File: src/rtl/serial_cmp_pkg.sv
// Shared types for the serial compare scheduler.
//   sched_state_t : scheduler FSM states
//   cmp_t         : running MSB-first compare verdict held by the core
package serial_cmp_pkg;

  typedef enum logic [1:0] {
    IDLE,
    SHIFT,
    DONE
  } sched_state_t;

  typedef enum logic [1:0] {
    CMP_EQ,
    CMP_LESS,
    CMP_GREATER
  } cmp_t;

endpackage

File: src/rtl/serial_comparator_msb_core.sv
// MSB-first bit-serial magnitude comparator.
// Ports:
//   clk, rst (async, active-low)
//   clear        : restart the compare at CMP_EQ (wins over en)
//   en           : consume one bit pair (a, b) this cycle
//   a, b         : current bit pair, most significant bit first
//   a_less_b, a_eq_b, a_greater_b : one-hot registered verdict
module serial_comparator_msb_core
  import serial_cmp_pkg::*;
(
  input  logic clk,
  input  logic rst,
  input  logic clear,
  input  logic en,
  input  logic a,
  input  logic b,
  output logic a_less_b,
  output logic a_eq_b,
  output logic a_greater_b
);

  cmp_t cmp_q;

  // Once decided, the verdict is frozen: the first differing bit wins.
  always_ff @(posedge clk or negedge rst) begin
    if (!rst) begin
      cmp_q <= CMP_EQ;
    end else if (clear) begin
      cmp_q <= CMP_EQ;
    end else if (en && (cmp_q == CMP_EQ) && (a != b)) begin
      cmp_q <= a ? CMP_GREATER : CMP_LESS;
    end
  end

  always_comb begin
    a_less_b    = (cmp_q == CMP_LESS);
    a_eq_b      = (cmp_q == CMP_EQ);
    a_greater_b = (cmp_q == CMP_GREATER);
  end

endmodule

File: src/rtl/serial_compare_scheduler.sv
// Round-robin scheduler sharing one MSB-first serial comparator between two
// requesters.
// Ports:
//   clk, rst (async, active-low)
//   reqN_valid/reqN_ready/reqN_a/reqN_b : operand pair handshake, N = 0, 1
//   res_valid/res_ready                 : result handshake
//   res_id                              : requester owning the result
//   res_less/res_eq/res_greater         : one-hot verdict, 0 when res_valid = 0
//   busy                                : scheduler not idle
module serial_compare_scheduler
  import serial_cmp_pkg::*;
#(
  parameter int unsigned W          = 8,
  parameter bit          EARLY_EXIT = 1'b1
) (
  input  logic         clk,
  input  logic         rst,
  input  logic         req0_valid,
  output logic         req0_ready,
  input  logic [W-1:0] req0_a,
  input  logic [W-1:0] req0_b,
  input  logic         req1_valid,
  output logic         req1_ready,
  input  logic [W-1:0] req1_a,
  input  logic [W-1:0] req1_b,
  output logic         res_valid,
  input  logic         res_ready,
  output logic         res_id,
  output logic         res_less,
  output logic         res_eq,
  output logic         res_greater,
  output logic         busy
);

  localparam int unsigned CntW = $clog2(W);

  sched_state_t  state_q;
  logic [CntW-1:0] cnt_q;
  logic [W-1:0]  a_q, b_q;
  logic          id_q;
  logic          last_grant_q;
  logic          res_valid_q;

  logic grant;
  logic core_clear, core_en;
  logic core_less, core_eq, core_greater;
  logic bit_a, bit_b;
  logic last_bit;

  always_comb begin
    // Contention alternates; a lone requester is granted directly.
    grant      = (req0_valid && req1_valid) ? ~last_grant_q : req1_valid;
    req0_ready = rst && (state_q == IDLE) && req0_valid && !grant;
    req1_ready = rst && (state_q == IDLE) && req1_valid && grant;
    core_clear = (state_q == IDLE) && (req0_valid || req1_valid);
    core_en    = (state_q == SHIFT);
    bit_a      = a_q[W-1];
    bit_b      = b_q[W-1];
    // Early exit looks at the bit being fed now so the decision costs no
    // extra cycle beyond the edge that records it in the core.
    last_bit   = (cnt_q == '0) || (EARLY_EXIT && core_eq && (bit_a != bit_b));
  end

  always_ff @(posedge clk or negedge rst) begin
    if (!rst) begin
      state_q      <= IDLE;
      cnt_q        <= '0;
      a_q          <= '0;
      b_q          <= '0;
      id_q         <= 1'b0;
      last_grant_q <= 1'b1;
      res_valid_q  <= 1'b0;
    end else begin
      unique case (state_q)
        IDLE: begin
          if (req0_valid || req1_valid) begin
            a_q          <= grant ? req1_a : req0_a;
            b_q          <= grant ? req1_b : req0_b;
            id_q         <= grant;
            last_grant_q <= grant;
            cnt_q        <= CntW'(W - 1);
            state_q      <= SHIFT;
          end
        end
        SHIFT: begin
          a_q   <= {a_q[W-2:0], 1'b0};
          b_q   <= {b_q[W-2:0], 1'b0};
          cnt_q <= cnt_q - CntW'(1);
          if (last_bit) begin
            state_q     <= DONE;
            res_valid_q <= 1'b1;
          end
        end
        DONE: begin
          if (res_ready) begin
            state_q     <= IDLE;
            res_valid_q <= 1'b0;
          end
        end
        default: state_q <= IDLE;
      endcase
    end
  end

  serial_comparator_msb_core u_core (
    .clk         (clk),
    .rst         (rst),
    .clear       (core_clear),
    .en          (core_en),
    .a           (bit_a),
    .b           (bit_b),
    .a_less_b    (core_less),
    .a_eq_b      (core_eq),
    .a_greater_b (core_greater)
  );

  // Core holds its verdict through DONE (en is low), so gating its flops
  // with res_valid gives stable, zero-when-idle outputs.
  always_comb begin
    res_valid   = res_valid_q;
    res_id      = res_valid_q & id_q;
    res_less    = res_valid_q & core_less;
    res_eq      = res_valid_q & core_eq;
    res_greater = res_valid_q & core_greater;
    busy        = (state_q != IDLE);
  end

endmodule

File: config.mk
export PLATFORM = sky130hd
export DESIGN_NAME = serial_compare_scheduler
export DESIGN_NICKNAME = d
export VERILOG_FILES = /design/src/rtl/serial_cmp_pkg.sv /design/src/rtl/serial_comparator_msb_core.sv /design/src/rtl/serial_compare_scheduler.sv
export SDC_FILE = /design/constraint.sdc
export NUM_CORES = 1
export LEC_CHECK = 0
export ABC_AREA = 1
export BUFFER_PORTS_ARGS = -buffer_cell sky130_fd_sc_hd__buf_4
export CAP_MARGIN = 20
export CORE_MARGIN = 5
export CORE_UTILIZATION = 56
export DETAILED_ROUTE_END_ITERATION = 8
export PLACE_DENSITY_LB_ADDON = 0.08
export SKIP_CTS_REPAIR_TIMING = 1
export SYNTH_ARGS = -nofsm -noshare
export SYNTH_HDL_FRONTEND = slang
export SYNTH_SLANG_ARGS = --single-unit
File: constraint.sdc
create_clock -name clk -period 1.87 [get_ports clk]
set_input_delay 0.374 -clock clk [delete_from_list [all_inputs] [get_ports clk]]
set_output_delay 0.374 -clock clk [all_outputs]
set_load 0.03 [all_outputs]
==> summary.txt <==
Post-synthesis async set-or-reset flop share = 100%
Run status = finished, final reports clean
Iteration-0 DRC Markers = 79
Filler Cells Inserted = 262
Drt first pass iters = 4
FP Rows = 20
Final Hold Fails = 0
Sw Share = 45.4%
Met3 WL = 164 µm
Clock sinks = 26
Slew margin rel. = 77.9%
Post-synth top area share = 36.6%
Post-synth EDFFs = 0
Fmax = 564 MHz
Largest net degree at the start of global routing = 27
Largest stage delay on the critical path = 0.59 ns
P_int = 0.00169 W
DRC Markers = 0
NetSw = 0.00141 W
Crit-path max FO = 3
Gr ovfl total = 0
Top sig layer = met4
Final period util = 94.8%
Final instance area = 0.00210 mm²
Routed WL per cell = 11.2 µm
GRT Util Overall = 17.3%
Critical path's top delay family = flip-flops
Top-count cell post-synth = nand2_1
Main synth FF type = dfrtp_1
# Max-Cap Violations = 0
Max Root-Sink Buffers = 2
Ant diodes = 0
Top post-synthesis cells by area = dfrtp_1 (37%), nand2_1 (16%), nand3_2 (12%)
Clock-pin slew on the worst setup and hold paths = 0.15 ns
Vias in the first global route = 1,388
Syn Nets = 266
Metal2 WL = 1660 µm
Post-Syn Instances = 227
Sequential share of the synthesized area = 38.2%
H-tree depth = 1
Die area = 0.00425 mm²
RSZ-0062 raised after global routing = no
Post-layout min period = 1.77 ns
Avg Cell Area, Syn = 7.52 µm²
CP Cell Sequence = nand2_4 > nand2_8 > inv_4 > nor4_4 > buf_4
Worst reg2reg path startpoint = state_q[1]
Die X = 65.2 µm
Yosys reg bits = 26
Final setup fails = 0
Ports = 45
Worst Setup End Kind = output pin
Synth Cell Area = 0.00171 mm²
Area of the core = 0.00298 mm²
WL final = 3410 µm
First-pass GRT wire length = 5870 µm
RR Endpoint = cnt_q[2]
Final HPWL DP = 2570 µm
Cells on worst reg2reg path = 6
PwrDens = 1470 mW/mm²
Reg power frac = 33.4%
CTS buffer count = 3
DRT antenna net count = 0
Worst R2R Setup Slack = 0.45 ns
VDD IR max = 0.000930 V
CP startpoint kind = flip-flop
Comb pwr share = 53.9%
Worst hold path type = primary input to async pin
Multi-input logic area = 812 µm²
DP Area = 0.00202 mm²
Layout net count = 312
Levels on crit path = 5
Layout cells sized above 1 = 31.3%
Initial antenna violation count = 0
Yosys cell types = 24
Final Slew Violations = 0
CP Data Required Time = 1.50 ns
Area Overhead vs Synth = 23.2%
Hold slack = 0.0316 ns
Die Ht = 65.2 µm
Met1 Routed Length = 1570 µm
CP Buf/Inv Count = 2
Worst path arrival time = 1.40 ns
PortBufs = 44
TritonCTS clock tree = built
Effective utilization at floorplan = 57.4%
Vias per inst = 4.92
Crit Path Class = flip-flop to output pin
Register area = 652 µm²
Area leader, netlist = dfrtp_1
Worst-Skew Late Latency = 0.33 ns
Post-synth top cells = nand2_1 (71), inv_1 (42), nand3_1 (28)
LEAKAGE = 1.21 nW
CTS Root Cell = clkbuf_4
CP max-delay cell = dfstp_2
Detailed-route via count = 1,501
Yosys warns = 0
GPL Wtd Cong = 0.724
Slew @ Worst Pin = 0.331 ns
Clk pwr share = 12.7%
Setup TNS Final = 0 ns
Setup skew after layout = 0.00695 ns
[layout make-up]
| class | instances | share of cell area, % |
|---|---|---|
| multi-input combinational | 147 | 38.6 |
| sequential | 26 | 31.0 |
| timing repair buffer | 49 | 17.5 |
| inverter | 46 | 8.45 |
| tap | 33 | 1.96 |
| clock inverter | 1 | 1.43 |
| clock buffer | 3 | 1.07 |
[state kept, by name, summed over array words and instances, names as in the netlist]
signal        cells
a_q               8
b_q               8
cnt_q             3
id_q              1
last_grant_q      1
res_valid         1
state_q           2
u_core.cmp_q      2
[metrics by stage]
step | cells | worst slack [ns] | utilization [%] | total power [W]
floorplan | 227 | 0.0903 | - | 0.00238
global placement | 300 | 0.355 | 67.8 | 0.00267
detailed placement | 300 | 0.332 | 67.8 | 0.00270
CTS | 304 | -0.0358 | 69.5 | 0.00309
global route | 305 | 0.0150 | 70.6 | 0.00337
finish | 305 | 0.0981 | 70.6 | 0.00310
[power groups by stage]
stage	sequential (W)	combinational (W)	clock [W]
detailed placement	0.00104	0.00166	0
global route	0.00107	0.00188	0.000422
finish	0.00103	0.00167	0.000395
global placement	0.00104	0.00163	0
CTS	0.00103	0.00166	0.000397
floorplan	0.00103	0.00136	0
[worst reg2reg max path: cells and delay by family (launching register included)]
family / cells / cell delay, ns
simple gates: 4 / 0.54
flops: 1 / 0.45
buf+inv: 2 / 0.39
[layout by cell type (no fill, tap or decap)]
| cell type | synthesis | routed |
|---|---|---|
| or2_0 | 1 | 1 |
| inv_1 | 42 | 42 |
| nand3_1 | 28 | 28 |
| o21ai_0 | 4 | 4 |
| dfstp_2 | 1 | 1 |
| dfrtp_1 | 25 | 25 |
| buf_4 | 2 | 49 |
| ha_1 | 2 | 2 |
| inv_4 | 2 | 2 |
| nand3_2 | 20 | 20 |
| o21ai_1 | 1 | 1 |
| nor2_2 | 1 | 1 |
| nand4_1 | 3 | 3 |
| nor4_4 | 0 | 1 |
| nor3_1 | 1 | 1 |
| nand2_8 | 0 | 1 |
| nand2_2 | 2 | 2 |
| inv_2 | 2 | 2 |
| clkbuf_4 | 0 | 3 |
| nor2_1 | 9 | 9 |
| bufinv_16 | 0 | 1 |
| nand2_1 | 71 | 70 |
| nand2_4 | 1 | 1 |
| o21a_1 | 1 | 1 |
| o21ai_4 | 1 | 1 |
[how the worst max path moves through the flow]
stage	from	to	slack, ns
after detailed placement	req0_valid	req1_ready	0.33
after global routing	state_q[0]	req0_ready	0.02
final	last_grant_q	req0_ready	0.1
after CTS	last_grant_q	req0_ready	-0.04
after floorplan	last_grant_q	req0_ready	0.09
after global placement	req0_valid	req1_ready	0.35
[metal layers]
metal / GRT usage [%] / up-vias
met2: 32.0 / 27
met5: 0 / -
met3: 4.10 / 2
li1: - / 793
met4: 1.55 / 0
met1: 21.0 / 679
[cells by family (layout without fill, tap and decap cells)]
logic type               count (synthesis)  after routing  synth area share, %
AO/OA/AOI/OAI                            7              7                 2.86
buffers and inverters                   54             99                 15.8
flip-flops                              26             26                 38.2
adder cells (fa/ha/maj)                  2              2                 1.46
AND/OR/NAND/NOR                        138            138                 41.8
(Power assumes the default switching activity.)
